**config.mk**
```make
export PLATFORM = sky130hd
export DESIGN_NAME = alu_serial
export DESIGN_NICKNAME = d
export VERILOG_FILES = /design/src/rtl/alu_serial.sv
export SDC_FILE = /design/constraint.sdc
export NUM_CORES = 1
export LEC_CHECK = 0
export ABC_AREA = 1
export CORE_MARGIN = 2
export CORE_UTILIZATION = 47
export DETAILED_ROUTE_END_ITERATION = 10
export GPL_ROUTABILITY_DRIVEN = 1
export PLACE_DENSITY = 0.83
export SLEW_MARGIN = 5
export SYNTH_ARGS = -nofsm -noshare
export SYNTH_HDL_FRONTEND = slang
export SYNTH_SLANG_ARGS = --single-unit
```
**constraint.sdc**
```tcl
create_clock -name clk -period 2.39 [get_ports clk]
set_input_delay 0.478 -clock clk [delete_from_list [all_inputs] [get_ports clk]]
set_output_delay 0.478 -clock clk [all_outputs]
set_load 0.01 [all_outputs]
```
**src/rtl/alu_serial.sv**
```systemverilog
// Digit-serial integer ALU: WIDTH-bit AND/OR/ADD/SUB/SLT/SLTU processed DIGIT bits per clock.
// Optional registered zero/ovf/cout flag ports are enabled by defining ALU_SERIAL_FLAGS_EN.
module alu_serial #(
    parameter int WIDTH = 32,
    parameter int DIGIT = 4
) (
    input  logic             clk,
    input  logic             rst_n,
    input  logic             in_valid,
    output logic             in_ready,
    input  logic [WIDTH-1:0] a,
    input  logic [WIDTH-1:0] b,
    input  logic [2:0]       op,
    output logic             out_valid,
    input  logic             out_ready,
    output logic [WIDTH-1:0] result
`ifdef ALU_SERIAL_FLAGS_EN
    ,
    output logic             zero,
    output logic             ovf,
    output logic             cout
`endif
);

    localparam int N  = WIDTH / DIGIT;
    localparam int CW = (N > 1) ? $clog2(N) : 1;

    if (DIGIT < 1 || DIGIT > WIDTH || (WIDTH % DIGIT) != 0) begin : g_bad_digit
        $error("alu_serial: DIGIT must divide WIDTH and satisfy 1 <= DIGIT <= WIDTH");
    end

    typedef enum logic [1:0] {
        IDLE = 2'd0,
        RUN  = 2'd1,
        DONE = 2'd2
    } state_t;

    state_t           state_q, state_d;
    logic [WIDTH-1:0] a_q, a_d;
    logic [WIDTH-1:0] b_q, b_d;
    logic [2:0]       op_q, op_d;
    logic             carry_q, carry_d;
    logic [CW-1:0]    cnt_q, cnt_d;
    logic [WIDTH-1:0] acc_q, acc_d;
    logic [WIDTH-1:0] result_q, result_d;
    logic             in_ready_q, in_ready_d;
    logic             out_valid_q, out_valid_d;
    logic             zero_q, zero_d;
    logic             ovf_q, ovf_d;
    logic             cout_q, cout_d;

    logic             sub_s;
    logic [DIGIT-1:0] a_dig_s;
    logic [DIGIT-1:0] b_dig_s;
    logic [DIGIT:0]   sum_s;
    logic             c_msb_s;
    logic [DIGIT-1:0] dig_res_s;
    logic [WIDTH-1:0] acc_next_s;
    logic             ovf_s;
    logic             less_s;
    logic             last_s;
    logic [WIDTH-1:0] final_s;

    // Digit slice: one DIGIT-wide adder/logic unit fed from the low digit of the shadow operands
    always_comb begin
        sub_s     = op_q[2] | (op_q[1:0] == 2'b11);
        a_dig_s   = a_q[DIGIT-1:0];
        b_dig_s   = sub_s ? ~b_q[DIGIT-1:0] : b_q[DIGIT-1:0];
        sum_s     = {1'b0, a_dig_s} + {1'b0, b_dig_s} + {{DIGIT{1'b0}}, carry_q};
        // Carry into the top bit of the digit, recovered from the sum bit
        c_msb_s   = sum_s[DIGIT-1] ^ a_dig_s[DIGIT-1] ^ b_dig_s[DIGIT-1];
        ovf_s     = sum_s[DIGIT] ^ c_msb_s;
        case (op_q[1:0])
            2'b00:   dig_res_s = a_dig_s & b_dig_s;
            2'b01:   dig_res_s = a_dig_s | b_dig_s;
            default: dig_res_s = sum_s[DIGIT-1:0];
        endcase
        acc_next_s = (acc_q >> DIGIT) | (WIDTH'(dig_res_s) << (WIDTH - DIGIT));
        less_s     = op_q[2] ? ~sum_s[DIGIT] : (acc_next_s[WIDTH-1] ^ ovf_s);
        if (op_q[1:0] == 2'b11) begin
            final_s = WIDTH'(less_s);
        end else begin
            final_s = acc_next_s;
        end
        last_s = (cnt_q == CW'(N - 1));
    end

    // Next-state logic
    always_comb begin
        state_d = state_q;
        case (state_q)
            IDLE: begin
                if (in_valid) state_d = RUN;
                else          state_d = IDLE;
            end
            RUN: begin
                if (last_s) state_d = DONE;
                else        state_d = RUN;
            end
            DONE: begin
                if (out_ready) state_d = IDLE;
                else           state_d = DONE;
            end
            default: state_d = IDLE;
        endcase
    end

    // Datapath next values: capture on accept, shift one digit per RUN cycle, commit on the last digit
    always_comb begin
        a_d      = a_q;
        b_d      = b_q;
        op_d     = op_q;
        carry_d  = carry_q;
        cnt_d    = cnt_q;
        acc_d    = acc_q;
        result_d = result_q;
        zero_d   = zero_q;
        ovf_d    = ovf_q;
        cout_d   = cout_q;
        if (state_q == IDLE && in_valid) begin
            a_d     = a;
            b_d     = b;
            op_d    = op;
            carry_d = op[2] | (op[1:0] == 2'b11);
            cnt_d   = {CW{1'b0}};
            acc_d   = {WIDTH{1'b0}};
        end else if (state_q == RUN) begin
            a_d     = a_q >> DIGIT;
            b_d     = b_q >> DIGIT;
            carry_d = sum_s[DIGIT];
            cnt_d   = cnt_q + CW'(1);
            acc_d   = acc_next_s;
            if (last_s) begin
                result_d = final_s;
                zero_d   = (final_s == {WIDTH{1'b0}});
                ovf_d    = op_q[1] ? ovf_s : 1'b0;
                cout_d   = op_q[1] ? sum_s[DIGIT] : 1'b0;
            end else begin
                result_d = result_q;
            end
        end else begin
            a_d = a_q;
        end
    end

    // Handshake outputs follow the next state so they come straight from flops
    always_comb begin
        in_ready_d  = (state_d == IDLE);
        out_valid_d = (state_d == DONE);
    end

    // State and datapath registers
    always_ff @(posedge clk or negedge rst_n) begin
        if (!rst_n) begin
            state_q     <= IDLE;
            a_q         <= {WIDTH{1'b0}};
            b_q         <= {WIDTH{1'b0}};
            op_q        <= 3'b000;
            carry_q     <= 1'b0;
            cnt_q       <= {CW{1'b0}};
            acc_q       <= {WIDTH{1'b0}};
            result_q    <= {WIDTH{1'b0}};
            in_ready_q  <= 1'b1;
            out_valid_q <= 1'b0;
            zero_q      <= 1'b0;
            ovf_q       <= 1'b0;
            cout_q      <= 1'b0;
        end else begin
            state_q     <= state_d;
            a_q         <= a_d;
            b_q         <= b_d;
            op_q        <= op_d;
            carry_q     <= carry_d;
            cnt_q       <= cnt_d;
            acc_q       <= acc_d;
            result_q    <= result_d;
            in_ready_q  <= in_ready_d;
            out_valid_q <= out_valid_d;
            zero_q      <= zero_d;
            ovf_q       <= ovf_d;
            cout_q      <= cout_d;
        end
    end

    assign in_ready  = in_ready_q;
    assign out_valid = out_valid_q;
    assign result    = result_q;
`ifdef ALU_SERIAL_FLAGS_EN
    assign zero = zero_q;
    assign ovf  = ovf_q;
    assign cout = cout_q;
`else
    logic unused_flags_s;
    assign unused_flags_s = zero_q ^ ovf_q ^ cout_q;
`endif

endmodule
```
==> out/metrics.yaml, run 1 <==
status: "finished clean"
p_per_area_mw_per_mm2: 1510
fill_cells: 914
reg2reg_setup_slack_ns: 0.08
drive_above_1_share_pct: 11.2
path_cells: "nand2_2 -> nand2_4 -> xor2_2 -> inv_2 -> fa_2 -> fa_2 -> inv_1 -> nor2_1 -> o21ai_0 -> o211ai_1 -> o21ai_0"
start_util_pct: 47.8
synth_top_family_by_area: "simple AND/OR/NAND/NOR gates"
irDropWorstVdd_v: 0.000926
hold_slack_ns: 0.00907
relSlewSlack_pct: 68.3
synthAdderAreaFrac_pct: 2.89
fin_util_pct: 64.7
avgSynthCellArea_um2: 9.36
synthSimpleGateAreaFrac_pct: 18.3
fin_ws_ns: 0.0800
num_antenna_cells: 0
wl_per_cell_um: 15.2
p_leak_nw: 3.59
clockBufferDepth: 2
finalSetupViolCount: 0
stdcell_count: 882
reg2reg_from: "op_q[1]"
clock_skew_ns: 0.0148
grt_max_degree: 73
worst_pin_slew_ns: 0.475
path_class: "register to register"
htree_num_levels: 4
io_pins: 105
die_area_mm2: 0.0131
rows: 40
switching_share_pct: 38.9
end_kind: "register"
postRouteWirelength_um: 13400
area_growth_pct: 35.4
multi_input_area_mm2: 0.00207
via_count: 4656
nets: 805
finalCriticalPeriod_ns: 2.31
clock_latency_ns: 0.42
grt_pass1_vias: 4635
synth.distinct_cells: 30
ant_nets: 0
cts-buffers-inserted: 17
path_max_fanout: 2
clkPwrFrac_pct: 23.4
synth_xor_area_share_pct: 0.941
hp-class: "primary input to async pin"
dieWidth_um: 114
synth_flop_cell: "dfrtp_1"
power_mw: 11.7
final_common_cell: "nand2_1"
yosysWarnings: 0
power_frac_comb_pct: 44.7
coreArea_mm2: 0.0120
synth_edf_count: 0
drt_first_iter_violations: 269
reg2regPathDepth: 11
cts-root-buf: "clkbuf_16"
worstReg2RegEnd: "result[30]"
syn_inst: 611
p_sw_mw: 4.56
mostFrequentLayoutCells: "193 x nand2_1, 134 x dfrtp_1, 103 x clkdlybuf4s50_1"
grt_usage_pct: 21.6
syn_nets: 694
fmax_mhz: 433
start_kind: "register"
final_area_mm2: 0.00774
drc_errors: 0
antenna_found_initial: 0
synth_compound_area_share_pct: 12.2
gp_congestion: 0.821
async_flop_share_pct: 100
cp.arrival_ns: 2.64
fin_setup_tns_ns: 0
yosysSeqAreaShare_pct: 59.1
grt_pass1_wl_um: 22100
dp_hpwl_um: 8820
drtPass1Iterations: 5
cts_tree: "built"
dp_worst_setup_slack_ns: -0.197
port_buffers: 104
crit_required_ns: 2.72
place_inst: 847
synth-seq-cells: 135
placed_area_mm2: 0.00700
p_int_mw: 7.16
clk_pin_slew_ns: 0.07
slowest_delay_ns: 0.40
seqCellArea_mm2: 0.00338
synth_area_mm2: 0.00572
avgViaCountPerCell: 5.28
numClockSinks: 135
grt_overflow: 0
synthMuxAreaShare_pct: 0
fin_crit_sh_pct: 96.7
max_cap_violations: 0
fp.dieH_um: 114
power_frac_seq_pct: 32.0
cp_slowest_cell: "dfrtp_1"
hold_violations: 0
drv_slew: 0
[power by group through the flow]
stage | combinational [mW] | sequential (mW) | clock (mW)
2_1_floorplan | 2.99 | 3.76 | 0
3_3_place_gp | 4.39 | 3.71 | 0
3_5_place_dp | 4.69 | 3.76 | 0
4_1_cts | 4.84 | 3.74 | 2.77
5_1_grt | 5.76 | 3.85 | 2.88
6_report | 5.24 | 3.75 | 2.74
[cell type report]
type,instances,area share (%)
Clock buffer,17,5.49
Tap cell,147,2.38
Timing Repair Buffer,123,16.0
Multi-Input combinational cell,379,26.8
Sequential cell,135,43.6
Clock inverter,15,2.47
Inverter,66,3.20
[registers in the layout, summed over array words and instances, names as in the netlist]
| name | cells |
|---|---|
| a_q | 32 |
| b_q | 32 |
| result | 32 |
| acc_q | 28 |
| cnt_q | 3 |
| op_q | 3 |
| state_q | 2 |
| carry_q | 1 |
| in_ready | 1 |
| out_valid | 1 |
[cells in the mapped netlist (2+ instances only)]
| library cell | count | area share [%] |
|---|---|---|
| dfrtp_1 | 134 | 59 |
| clkbuf_1 | 21 | 1.4 |
| inv_2 | 2 | 0.13 |
| o22ai_1 | 29 | 3.2 |
| xor2_1 | 3 | 0.46 |
| ha_1 | 10 | 2.2 |
| o21ai_0 | 42 | 3.7 |
| nand3_2 | 2 | 0.35 |
| nand3_1 | 43 | 3.8 |
| inv_1 | 63 | 4.1 |
| o211ai_1 | 19 | 2.5 |
| o221ai_1 | 5 | 0.77 |
| nand2_1 | 197 | 13 |
| a22oi_1 | 4 | 0.53 |
| nor2_2 | 2 | 0.22 |
| fa_1 | 2 | 0.70 |
| buf_2 | 8 | 0.70 |
| nor2_1 | 4 | 0.26 |
| buf_1 | 2 | 0.13 |
| a22o_1 | 9 | 1.4 |
[how the worst max path moves through the flow]
stage               startpoint         end  slack, ns  cells past startpoint
floorplan              op_q[1]     carry_q       0.04                     12
global placement       op_q[0]     carry_q       0.06                     12
detailed placement     op_q[1]   result[0]      -0.20                     18
CTS                    op_q[1]   result[0]      0.003                     18
global route           op_q[0]     carry_q      -0.04                     12
finish                 op_q[1]  result[30]       0.08                     11
[critical path: cells and delay by family (launching register included)]
| family | cells | cell delay [ns] |
|---|---|---|
| compound gates | 3 | 0.54 |
| flops | 1 | 0.40 |
| simple gates | 3 | 0.21 |
| buf+inv | 2 | 0.14 |
| fa+ha+maj | 2 | 0.79 |
| xor+xnor | 1 | 0.16 |
[per-layer routing]
metal / GRT usage (%) / vias to the layer above / share of wire, %
met4: 6.67 / 0 / 1.5
met1: 25.7 / 2269 / 41
li1: - / 2214 / -
met5: 0 / - / 0
met2: 37.4 / 155 / 52
met3: 7.04 / 18 / 5.9
[what timing repair did]
action / in CTS / in global routing
buffers inserted: 0 / 3
pin swaps: 2 / 6
gates resized for setup: 6 / 19
gates cloned: 0 / 0
endpoints found under the setup margin: 2 / 4
hold buffers: 0 / 0
[logic make-up after synthesis]
group	after synthesis
AOI/OAI and AO/OA	110
xor gates and xnor gates	4
adders and majority gates	12
buffers and inverters	97
DFF	135
and+or+nand+nor	253
(Power assumes the default switching activity.)
==> run 2, diff against run 1 <==
--- a/config.mk
+++ b/config.mk
@@ -8,6 +8,7 @@
 export ABC_AREA = 1
 export CORE_MARGIN = 2
 export CORE_UTILIZATION = 47
+export CTS_CLUSTER_SIZE = 20
 export DETAILED_ROUTE_END_ITERATION = 10
 export GPL_ROUTABILITY_DRIVEN = 1
 export PLACE_DENSITY = 0.83
==> results of run 2 <==
No change in the layout: final DEF, timing and power equal those of run 1.
==> run 3, diff against run 2 <==
--- a/config.mk
+++ b/config.mk
@@ -5,13 +5,14 @@
 export SDC_FILE = /design/constraint.sdc
 export NUM_CORES = 1
 export LEC_CHECK = 0
-export ABC_AREA = 1
+export CELL_PAD_IN_SITES_DETAIL_PLACEMENT = 0
+export CELL_PAD_IN_SITES_GLOBAL_PLACEMENT = 1
 export CORE_MARGIN = 2
-export CORE_UTILIZATION = 47
+export CORE_UTILIZATION = 37
 export CTS_CLUSTER_SIZE = 20
 export DETAILED_ROUTE_END_ITERATION = 10
 export GPL_ROUTABILITY_DRIVEN = 1
-export PLACE_DENSITY = 0.83
+export PLACE_DENSITY = 0.84
 export SLEW_MARGIN = 5
 export SYNTH_ARGS = -nofsm -noshare
 export SYNTH_HDL_FRONTEND = slang
==> out/metrics.yaml, run 3 <==
antenna_found_initial: 0  # unchanged
coreArea_mm2: 0.0171  # +43%
path_cells: "a21oi_4 -> buf_6 -> buf_4 -> xnor2_4 -> inv_1 -> ha_1 -> and3_4 -> or3_4 -> a21oi_2 -> mux2i_1 -> mux2i_1 -> nand3_1"
synth_top_area_share_pct: 52.4  # -6.3 points
ant_nets: 0  # unchanged
power_frac_seq_pct: 33.0  # +1.0 points
relSlewSlack_pct: 61.8  # -6.5 points
mostFrequentLayoutCells: "201 x nand2_1, 132 x dfrtp_1, 103 x clkdlybuf4s50_1"
postRouteWirelength_um: 15000  # +12%
yosysWarnings: 0  # unchanged
power_frac_comb_pct: 42.3  # -2.4 points
area_growth_pct: 32.5
gp_congestion: 0.782  # -4.7%
switching_share_pct: 35.6  # -3.3 points
clock_latency_ns: 0.42  # about the same
yosys.area.top_type: "dfrtp_1"
fin_crit_sh_pct: 111  # +14 points
die_area_mm2: 0.0184  # +41%
grt_overflow: 0  # unchanged
fin_util_pct: 49.6  # -15 points
via_count: 5083  # +9.2%
fp.dieH_um: 136  # +19%
fin_ws_ns: -0.263  # -0.343 ns
cts_tree: "built"
wl_per_cell_um: 14.4  # -5.3%
p_int_mw: 7.37  # +2.9%
synth_compound_area_share_pct: 15.5  # +3.3 points
syn_inst: 705  # +15%
final_area_mm2: 0.00849  # +9.6%
cts-buffers-inserted: 17  # unchanged
synth-seq-cells: 135  # unchanged
cp_num_buf_inv: 3  # +1
drive_above_1_share_pct: 11.0  # -0.17 points
p_per_area_mw_per_mm2: 1350  # -11%
drc_errors: 0  # unchanged
yosys-top-cells-area: "dfrtp_1 52%, nand2_1 12%, and3b_1 7.7%"
hold_violations: 0  # unchanged
io_pins: 105  # unchanged
dieWidth_um: 136  # +19%
start_kind: "register"
placed_area_mm2: 0.00777  # +11%
synthAdderAreaFrac_pct: 2.58  # -0.31 points
dp_hpwl_um: 9930  # +12%
p_leak_nw: 3.93  # +9.5%
final_common_cell: "nand2_1"
end_kind: "register"
finalSetupViolCount: 4  # +4
rows: 48  # +20%
crit_top_cell: "mux2i_1"
numClockSinks: 135  # unchanged
rsz0062_at_grt: "yes"
worst_pin_slew_ns: 0.573  # +0.0976 ns
nets: 889  # +10%
hp-class: "primary input to async pin"
drv_slew: 0  # unchanged
synth_top_family_by_area: "simple AND/OR/NAND/NOR gates"
path_class: "register to register"
stdcell_count: 1044  # +18%
grt_max_degree: 62  # -15%
synth_flop_cell: "dfrtp_1"
cp_slowest_cell: "dfrtp_1"
power_mw: 11.4  # -2.4%
drt_first_iter_violations: 358  # +33%
synth_area_mm2: 0.00640  # +12%
clockBufferDepth: 2  # unchanged
avgSynthCellArea_um2: 9.08  # -2.9%
clock_skew_ns: 0.00606  # -0.00874 ns
clk_pin_slew_ns: 0.06  # about the same
drtPass1Iterations: 5  # unchanged
fmax_mhz: 377  # -13%
grt_pass1_vias: 5062  # +9.2%
clkPwrFrac_pct: 24.7  # +1.3 points
htree_num_levels: 4  # unchanged
violations: "negative setup slack"
port_buffers: 104  # unchanged
cp.arrival_ns: 2.95  # +0.31 ns
crit_required_ns: 2.69  # -0.03 ns
fin_setup_tns_ns: -0.396  # -0.396 ns
p_sw_mw: 4.07  # -11%
path_max_fanout: 3  # +1
max_cap_violations: 0  # unchanged
start_util_pct: 37.4  # -10 points
syn_nets: 788  # +14%
grt_pass1_wl_um: 25300  # +15%
async_flop_share_pct: 100  # unchanged
synth.most_common_cell: "nand2_1"
cp_top_family: "simple AND/OR/NAND/NOR gates"
synth_edf_count: 0  # unchanged
synthSimpleGateAreaFrac_pct: 22.3  # +4.0 points
slowest_delay_ns: 0.41  # about the same
synth_xor_area_share_pct: 1.23  # +0.29 points
grt_usage_pct: 17.5  # -4.1 points
synthMuxAreaShare_pct: 0.625  # +0.63 points
num_antenna_cells: 0  # unchanged
avgViaCountPerCell: 4.87  # -7.8%
finalCriticalPeriod_ns: 2.65  # +0.343 ns
synth.distinct_cells: 40  # +33%
cts-root-buf: "clkbuf_16"
status: "complete, but fails checks"
irDropWorstVdd_v: 0.000648  # -30%
yosysSeqAreaShare_pct: 52.8  # -6.4 points
place_inst: 1009  # +19%
ctsHoldBuffers: 0  # unchanged
yosys-top-cells-count: "201 x nand2_1, 134 x dfrtp_1, 77 x o21ai_1"
## run 3: cell types whose count changed after synthesis, sizes merged, moves of 6 or more
| cell | before | now |
|---|---|---|
| a21oi | 1 | 63 |
| inv | 65 | 12 |
| and3b | 0 | 56 |
| a22o | 9 | 0 |
| nand3 | 45 | 14 |
| o211ai | 19 | 1 |
| xnor2 | 0 | 6 |
| o22ai | 29 | 0 |
| o21ai | 42 | 125 |
| clkbuf | 21 | 40 |
## run 3: path summary, 6_finish.rpt
kind | from | endpoint | slack (ns) | depth (start not counted)
worst max register to register | op_q[0] | result[0] | -0.26 | 12
max in group asynchronous | rst_n | acc_q[25] | 1.69 | 2
worst max-delay path | op_q[0] | result[0] | -0.26 | 12
worst min-delay path | rst_n | result[1] | 0.03 | 1
min in group clk | b_q[15] | b_q[15] | 0.48 | 2
worst min register to register | b_q[15] | b_q[15] | 0.48 | 2
## run 3: cells by family (layout without fill, tap and decap cells)
group           Yosys count  after routing
compound gates          193            193
fa+ha+maj                12             12
simple gates            288            288
mux                       4              4
xor+xnor                  6              6
flops                   135            135
buf+inv                  67            181
## run 3: repair_timing
| action | in CTS | in global routing |
|---|---|---|
| resized for setup | 4 | 14 |
| pin swaps | 5 | 5 |
| endpoints found under the setup margin | 4 | 4 |
| buffers inserted | 1 | 2 |
| gates cloned | 0 | 0 |
## run 3: through the flow
step	setup WS (ns)	hold slack, ns
after floorplan	-0.358	0.182
after global placement	-0.272	0.462
after detailed placement	-0.300	0.470
after CTS	-0.270	0.0428
after global routing	-0.380	0.0578
final	-0.263	0.0272
## run 3: power groups by stage
stage / clock [mW] / sequential (mW) / combinational [mW]
2_1_floorplan: 0 / 3.76 / 2.96
6_report: 2.82 / 3.78 / 4.85
3_3_place_gp: 0 / 3.79 / 4.48
5_1_grt: 2.98 / 3.89 / 5.41
3_5_place_dp: 0 / 3.82 / 4.59
4_1_cts: 2.88 / 3.79 / 4.67
## run 3: final cells by class
type                            instances  area (µm²)
Fill cell                            1639        8630
Sequential cell                       135        3380
Multi-Input combinational cell        503        2780
Timing Repair Buffer                  137        1360
Clock buffer                           21         470
Tap cell                              225         282
Clock inverter                         11         171
Inverter                               12        45.0
## run 3: per-layer routing
metal,GRT usage [%],wire [µm]
met5,0,0
met4,6.02,255
met3,5.01,792
met2,27.1,6890
met1,23.6,7050
## run 3: worst reg2reg max path, delay by kind of cell, from the launching register on
kind	cells	cell delay (ns)
AOI/OAI and AO/OA	2	0.36
xor gates and xnor gates	1	0.11
adders and majority gates	1	0.31
buffers and inverters	3	0.31
DFF	1	0.41
muxes	2	0.44
and+or+nand+nor	3	0.59
